$ cat src/rtl/alu_issue_fifo.sv
`default_nettype none
// ============================================================================
// Module      : alu_issue_fifo
// Description : Issue stage in front of the pipelined ALU. Packets of
//               {opcode, a, b} come in from a valid/ready producer and are
//               buffered in a small circular FIFO. They are then issued one
//               per cycle onto registered a/b/opcode outputs, qualified by
//               issue_valid. A downstream hold stalls issue. There is no
//               bypass, so the minimum latency is two edges.
// Ports       : clk, rst (async, active-low)
//               in_valid/in_ready/in_a/in_b/in_opcode : producer side
//               hold                                  : downstream stall
//               a/b/opcode/issue_valid                : registered issue
//               count/full/empty/issued_cnt           : status
// Revision    : 1.0  initial release
// ============================================================================
module alu_issue_fifo #(
    parameter int DW    = 4,
    parameter int OPW   = 3,
    parameter int DEPTH = 4,
    parameter int AW    = 2
) (
    input  logic           clk,
    input  logic           rst,
    input  logic           in_valid,
    output logic           in_ready,
    input  logic [DW-1:0]  in_a,
    input  logic [DW-1:0]  in_b,
    input  logic [OPW-1:0] in_opcode,
    input  logic           hold,
    output logic [DW-1:0]  a,
    output logic [DW-1:0]  b,
    output logic [OPW-1:0] opcode,
    output logic           issue_valid,
    output logic [AW:0]    count,
    output logic           full,
    output logic           empty,
    output logic [7:0]     issued_cnt
);

    localparam int          c_pw    = OPW + 2 * DW;
    localparam logic [AW:0] c_depth = (AW + 1)'(DEPTH);

    logic [c_pw-1:0] r_mem [DEPTH];
    logic [AW-1:0]   r_wr_ptr;
    logic [AW-1:0]   r_rd_ptr;
    logic [AW:0]     r_count;
    logic            w_push;
    logic            w_pop;
    logic [c_pw-1:0] w_head;

    // Full and empty come from the occupancy count. Pointer comparison
    // alone cannot tell the two apart once the pointers have wrapped.
    assign count    = r_count;
    assign full     = (r_count == c_depth);
    assign empty    = (r_count == '0);
    assign in_ready = !full;

    // A pop only ever sees pre-edge contents. A packet arriving into an empty
    // FIFO therefore waits one edge, and a full FIFO does not accept on the
    // same edge that it frees a slot.
    assign w_push = in_valid && in_ready;
    assign w_pop  = !hold && !empty;
    assign w_head = r_mem[r_rd_ptr];

    // Storage needs no reset. The count decides which entries are meaningful.
    always_ff @(posedge clk) begin
        if (w_push) begin
            r_mem[r_wr_ptr] <= {in_opcode, in_a, in_b};
        end
    end

    always_ff @(posedge clk or negedge rst) begin
        if (!rst) begin
            r_wr_ptr    <= '0;
            r_rd_ptr    <= '0;
            r_count     <= '0;
            a           <= '0;
            b           <= '0;
            opcode      <= '0;
            issue_valid <= 1'b0;
            issued_cnt  <= '0;
        end else begin
            // DEPTH is a power of two, so natural pointer overflow is the wrap.
            if (w_push) begin
                r_wr_ptr <= r_wr_ptr + AW'(1);
            end

            // a/b/opcode keep their last values when nothing issues.
            // Only issue_valid drops.
            issue_valid <= w_pop;
            if (w_pop) begin
                r_rd_ptr   <= r_rd_ptr + AW'(1);
                opcode     <= w_head[c_pw-1 -: OPW];
                a          <= w_head[2*DW-1 -: DW];
                b          <= w_head[DW-1:0];
                issued_cnt <= issued_cnt + 8'd1;
            end

            case ({w_push, w_pop})
                2'b10:   r_count <= r_count + (AW + 1)'(1);
                2'b01:   r_count <= r_count - (AW + 1)'(1);
                default: r_count <= r_count;
            endcase
        end
    end

endmodule
`default_nettype wire

$ cat config.mk
export PLATFORM = sky130hd
export DESIGN_NAME = alu_issue_fifo
export DESIGN_NICKNAME = d
export VERILOG_FILES = /design/src/rtl/alu_issue_fifo.sv
export SDC_FILE = /design/constraint.sdc
export NUM_CORES = 1
export LEC_CHECK = 0
export ABC_AREA = 1
export CAP_MARGIN = 20
export CORE_MARGIN = 4
export CORE_UTILIZATION = 45
export CTS_CLUSTER_SIZE = 20
export DETAILED_ROUTE_END_ITERATION = 16
export HOLD_SLACK_MARGIN = 0.02
export PLACE_DENSITY = 0.67
export SYNTH_ARGS = -nofsm -noshare
export SYNTH_HDL_FRONTEND = slang
export SYNTH_SLANG_ARGS = --single-unit
$ cat constraint.sdc
create_clock -name clk -period 2.81 [get_ports clk]
set_input_delay 0.562 -clock clk [delete_from_list [all_inputs] [get_ports clk]]
set_output_delay 0.562 -clock clk [all_outputs]
set_load 0.01 [all_outputs]
[Yosys cells after proc, flatten, opt, wreduce, memory -nomap -nowiden]
Memories as Yosys holds them, arrays and structs flattened. A register that Yosys moved wholly into a read port is not among the register bits.
Index checks and enable logic that the tools add are counted.
Word-level totals
  register bits after elaboration: 16
  latch bits: 0
  RAM bits: 44
  ROM bits: 0
  input bits: 15
  output and inout port bits: 26
  logic and storage cells: 25
  memories: 1
Cells by class
  $add $sub $neg: 5
  multiply operators: 0
  div/mod/pow operators: 0
  magnitude comparators: 0
  equality and inequality tests: 3
  shifts and indexed selects: 0
  mux-type cells: 3
  bitwise operators: 0
  reductions and logical operators: 8
Memories
  r_mem: depth 4, bits a word 11, read ports 1, clocked after memory_dff 1, wr ports 1, line 44  | logic [c_pw-1:0] r_mem [DEPTH];
Operators by type and width (count)
  $add A8 B1 Y8 const B: 1
  $pmux W3 S2: 1
  $add A2 B1 Y2 const B: 2
  $logic_not A1 Y1: 4
  $add A3 B1 Y3 const B: 1
  $eq A3 B3 Y1 const B: 1
  $logic_not A3 Y1: 1
  $sub A3 B1 Y3 const B: 1
  $eq A2 B1 Y1 const B: 1
  $eq A2 B2 Y1 const B: 1
  $logic_and A1 B1 Y1: 2
  $mux W1: 2
  $reduce_bool A2 Y1: 1

[Longest topological paths before layout]
  depth in word-level cells: 5
  gate-level depth with buffers: 9
  mapped depth without buffers: 9

[Least setup slack after synthesis]
OpenSTA, ideal clock, no wires.
  path type: register to register
  start: register r_count[1], in the netlist count[1]
  end: register r_count[2], in the netlist count[2]
  setup time: 79 ps
  data arrival time: 1917 ps
  required time: 2731 ps
  setup slack: 813 ps
  cell stages (with the launch flop): 10
  path buffers: 0
  period minus slack after synthesis: 1997 ps
  cells stage by stage: dfrtp_1 nor2_4 nand2_2 nand2_4 ha_1 inv_1 fa_1 or2_2 nand2_1 xor2_1
Between the ends
  word-level cells in the longest chain between the ends: 5
  elaborated cells between the ends (all ways): 12
  classes of those cells: 2 x add/sub; 3 x eq/ne; 1 x mux; 6 x reduce/logical
Ends and longest elaborated chain
  start: declaration: line 47  | logic [AW:0] r_count;
  start signal: assignment: line 101  | 2'b10: r_count <= r_count + (AW + 1)'(1);
  start signal: assignment: line 102  | 2'b01: r_count <= r_count - (AW + 1)'(1);
  start signal: assignment: line 103  | default: r_count <= r_count;
  $eq A3 B3 Y1 *: line 55  | assign full = (r_count == c_depth);
  $logic_not A1 Y1 *: line 57  | assign in_ready = !full;
  via in_ready: line 26  | output logic in_ready,
  $logic_and A1 B1 Y1 *: line 62  | assign w_push = in_valid && in_ready;
  $eq A2 B1 Y1 / $eq A2 B2 Y1 (equally long branches): line 100  | case ({w_push, w_pop})
  $pmux W3 S2 / $reduce_bool A2 Y1 (equally long branches)
Mark *: on every way through the listed nets, which the timed path passes. The rest lies on a longest branch.
A chain may end at the register's enable or synchronous reset.

[Final worst setup path]
  start: register r_count[1], in the netlist count[1]
  end: output port full
Between the ends
  word-level cells in the longest chain between the ends: 1
Ends and longest elaborated chain
  $eq A3 B3 Y1: line 55
  end: declaration: line 36  | output logic full,
Every way passes these cells.

==> results by group <==
Logic synthesis
  – Synthesized instance count: 299
  – Post-synth cell types: 24
  – Post-Syn Nets: 321
  – Mean Syn Cell Area: between 10 and 15 sq um
  – Yosys reg bits: 71
  – Ys Warns: 0
  – Mapped Area: 3123 sq um
  – Sequential element share of the synthesized area: 0.6394

Clocking
  – Post-cts gate resize count: 0
  – Hold Buf Count CTS: 0
  – Root buffer cell: clkbuf_8
  – Max Root-Sink Buffers: 2
  – CTS tree: done
  – Post-CTS setup repair buffer count: 0
  – H-tree depth: 3
  – Num CTS Buffers: 9
  – Clk pin slew, worst setup/hold paths: roughly 70 ps
  – Clock latency on the worst-skew pair: 340 ps
  – Sink Count: 71

Final layout
  – Fin nets: 370
  – N_diodes: 0
  – Share of cells above drive strength 1: 0.1275
  – Most frequent cells in the layout: 141 x nand2_1, 44 x edfxtp_1, 40 x clkdlybuf4s50_1, 27 x dfrtp_1, 19 x nand2_2
  – Area Overhead vs Synth: 21.59%
  – Most common cell after layout, fill and taps aside: nand2_1

Run status
  – Status: finished clean

Pwr
  – Sequential fraction of design power: 0.412
  – Pint: 2540 uW
  – PwrDens: 1038 nW/um^2
  – Pwr Total: 3943 uW
  – Combinational share of power: 0.374
  – Sw power: between 1000 and 1500 uW
  – Pleak: 0.001697 uW
  – Sw Share: 0.3557
  – Peak supply drop: about 380 uV
  – Clk pwr share: 0.214

Routing
  – DR vias/cell: between 4 and 5
  – Initial detailed-routing violation count: around 110
  – Antenna viol nets, final: 0
  – Routed length per instance: 13.10 um
  – Via count: 2,040
  – Number of remaining DRC errors: 0
  – Drt first pass iters: 4
  – Total wire length: approximately 5700 um

STA
  – Max transition margin: 0.6157
  – Final Hold Slack: 488.3 ps
  – Slew @ Worst Pin: 575.6 ps
  – Fin crit share: 0.7973
  – Max-slew violations: 0
  – Worst clock skew: 11.10 ps
  – Fin Setup TNS: 0 ps
  – Minimum clock period: 2240 ps
  – RSZ-0062 raised after global routing: no
  – Final setup viols: 0
  – Final hold vios: 0
  – Fmax: about 450 MHz

Floorplanning
  – Num ports: 41
  – Std-Cell Rows: 30
  – Die W: around 91 um
  – Die area: 8337 sq um
  – Initial core utilization: 0.4622
  – CORE AREA: between 6000 and 7000 sq um
  – Chip height: 91.31 um

Placed design
  – RePlAce Congestion: 0.7518
  – DP HPWL: 3610 um
  – PortBufs: 40

Global route
  – Number of global-route vias before repair: 1,937
  – Total GRT Usage: 0.1486
  – Grt ovf: 0
  – Initial antenna violation count: 0
  – First-pass GRT wire length: 9439 um
  – Largest net degree at the start of global routing: 28

Worst setup path
  – Crit path DAT: around 1700 ps
  – Worst r2r path cells: 9
  – CP Max Fanout: 4
  – CP Capture Type: output pin
  – Startpoint type of the worst setup path: register
  – Worst Path Required: 2250 ps
  – CP Class: reg2out

Hold path
  – Hold crit path type: reg2reg
  – Hold path depth: 2

Job
  – Max Cap Violations: 0
==> cells in the mapped netlist <==
| cell | instances | share of area |
|---|---|---|
| ha_1 | 6 | 0.024 |
| nor2_4 | 1 | 0.0036 |
| a21oi_1 | 2 | 0.0032 |
| a21oi_4 | 1 | 0.0052 |
| o21ai_1 | 1 | 0.0016 |
| nand3b_1 | 2 | 0.0048 |
| nand3_1 | 3 | 0.0048 |
| or2_2 | 1 | 0.0020 |
| buf_2 | 2 | 0.0032 |
| o21ai_0 | 2 | 0.0032 |
| inv_2 | 2 | 0.0024 |
| nand2_2 | 19 | 0.038 |
| xor2_1 | 2 | 0.0056 |
| buf_4 | 2 | 0.0048 |
| inv_1 | 16 | 0.019 |
| xnor2_1 | 5 | 0.014 |
| nand2_8 | 1 | 0.0064 |
| fa_1 | 1 | 0.0064 |
| nand2_1 | 141 | 0.17 |
| nand2_4 | 2 | 0.0072 |
| edfxtp_1 | 44 | 0.42 |
| buf_6 | 5 | 0.018 |
| dfrtp_1 | 27 | 0.22 |
| nor2_1 | 11 | 0.013 |
==> per-stage QoR <==
step	setup slack, ps	utilization	area, sq um	instances
floorplan	813.5	-	3123	299
global placement	497.5	0.5320	3595	417
detailed placement	443.6	0.5320	3595	417
CTS	537.2	0.5620	3797	433
global route	478.3	0.5620	3797	433
finish	569.5	0.5620	3797	433
==> final timing paths <==
kind / slack, ps / startpoint / end
setup / recovery: 570 / count[1] / full
hold reg to reg: 490 / opcode[0] / opcode[0]
setup reg to reg: 760 / count[1] / count[2]
min in group asynchronous: 580 / rst / a[0]
max in group asynchronous: 1960 / rst / issued_cnt[5]
hold / removal: 490 / opcode[0] / opcode[0]
==> sequential cells by signal, indices dropped and copies added, names as in the netlist <==
register     cells
a                4
b                4
count            3
issue_valid      1
issued_cnt       8
opcode           3
r_mem           44
r_rd_ptr         2
r_wr_ptr         2
==> routing by layer <==
metal / part of all wire / GRT usage / up-vias / wire, um
li1: - / - / 1035 / -
met1: 0.46 / 0.1870 / 939 / 2605
met2: 0.47 / 0.2336 / 56 / 2654
met3: 0.046 / 0.03480 / 10 / 259
met4: 0.027 / 0.08794 / 0 / 152
met5: 0 / 0 / - / 0
==> logic make-up after synthesis <==
| group | after synthesis | share of synthesized area |
|---|---|---|
| xor+xnor | 7 | 0.01963 |
| fa+ha+maj | 7 | 0.03045 |
| compound gates | 6 | 0.01322 |
| flops | 71 | 0.6394 |
| simple gates | 181 | 0.2496 |
| buf+inv | 27 | 0.04768 |
==> power groups by stage <==
stage,sequential (uW),combinational [uW],clock [uW]
2_1_floorplan,1660,921,0
3_3_place_gp,1630,1460,0
3_5_place_dp,1650,1480,0
4_1_cts,1630,1500,869
5_1_grt,1660,1660,916
6_report,1620,1480,845
==> area by class of cell <==
class	count	area, sq um
Inverter	18	67.56
Fill cell	592	2959
Multi-Input combinational cell	201	977.2
Tap cell	80	100.1
Timing Repair Buffer	47	452.9
Clock buffer	10	127.6
Clock inverter	6	75.07
Sequential cell	71	1997
==> worst max-delay path, cell delays in order, from the launching register on <==
cell and delay (ps):
dfrtp_1 440, nor2_4 210, nand2_2 110, inv_1 60, clkdlybuf4s50_1 520
Power figures use the tool's default switching activity.
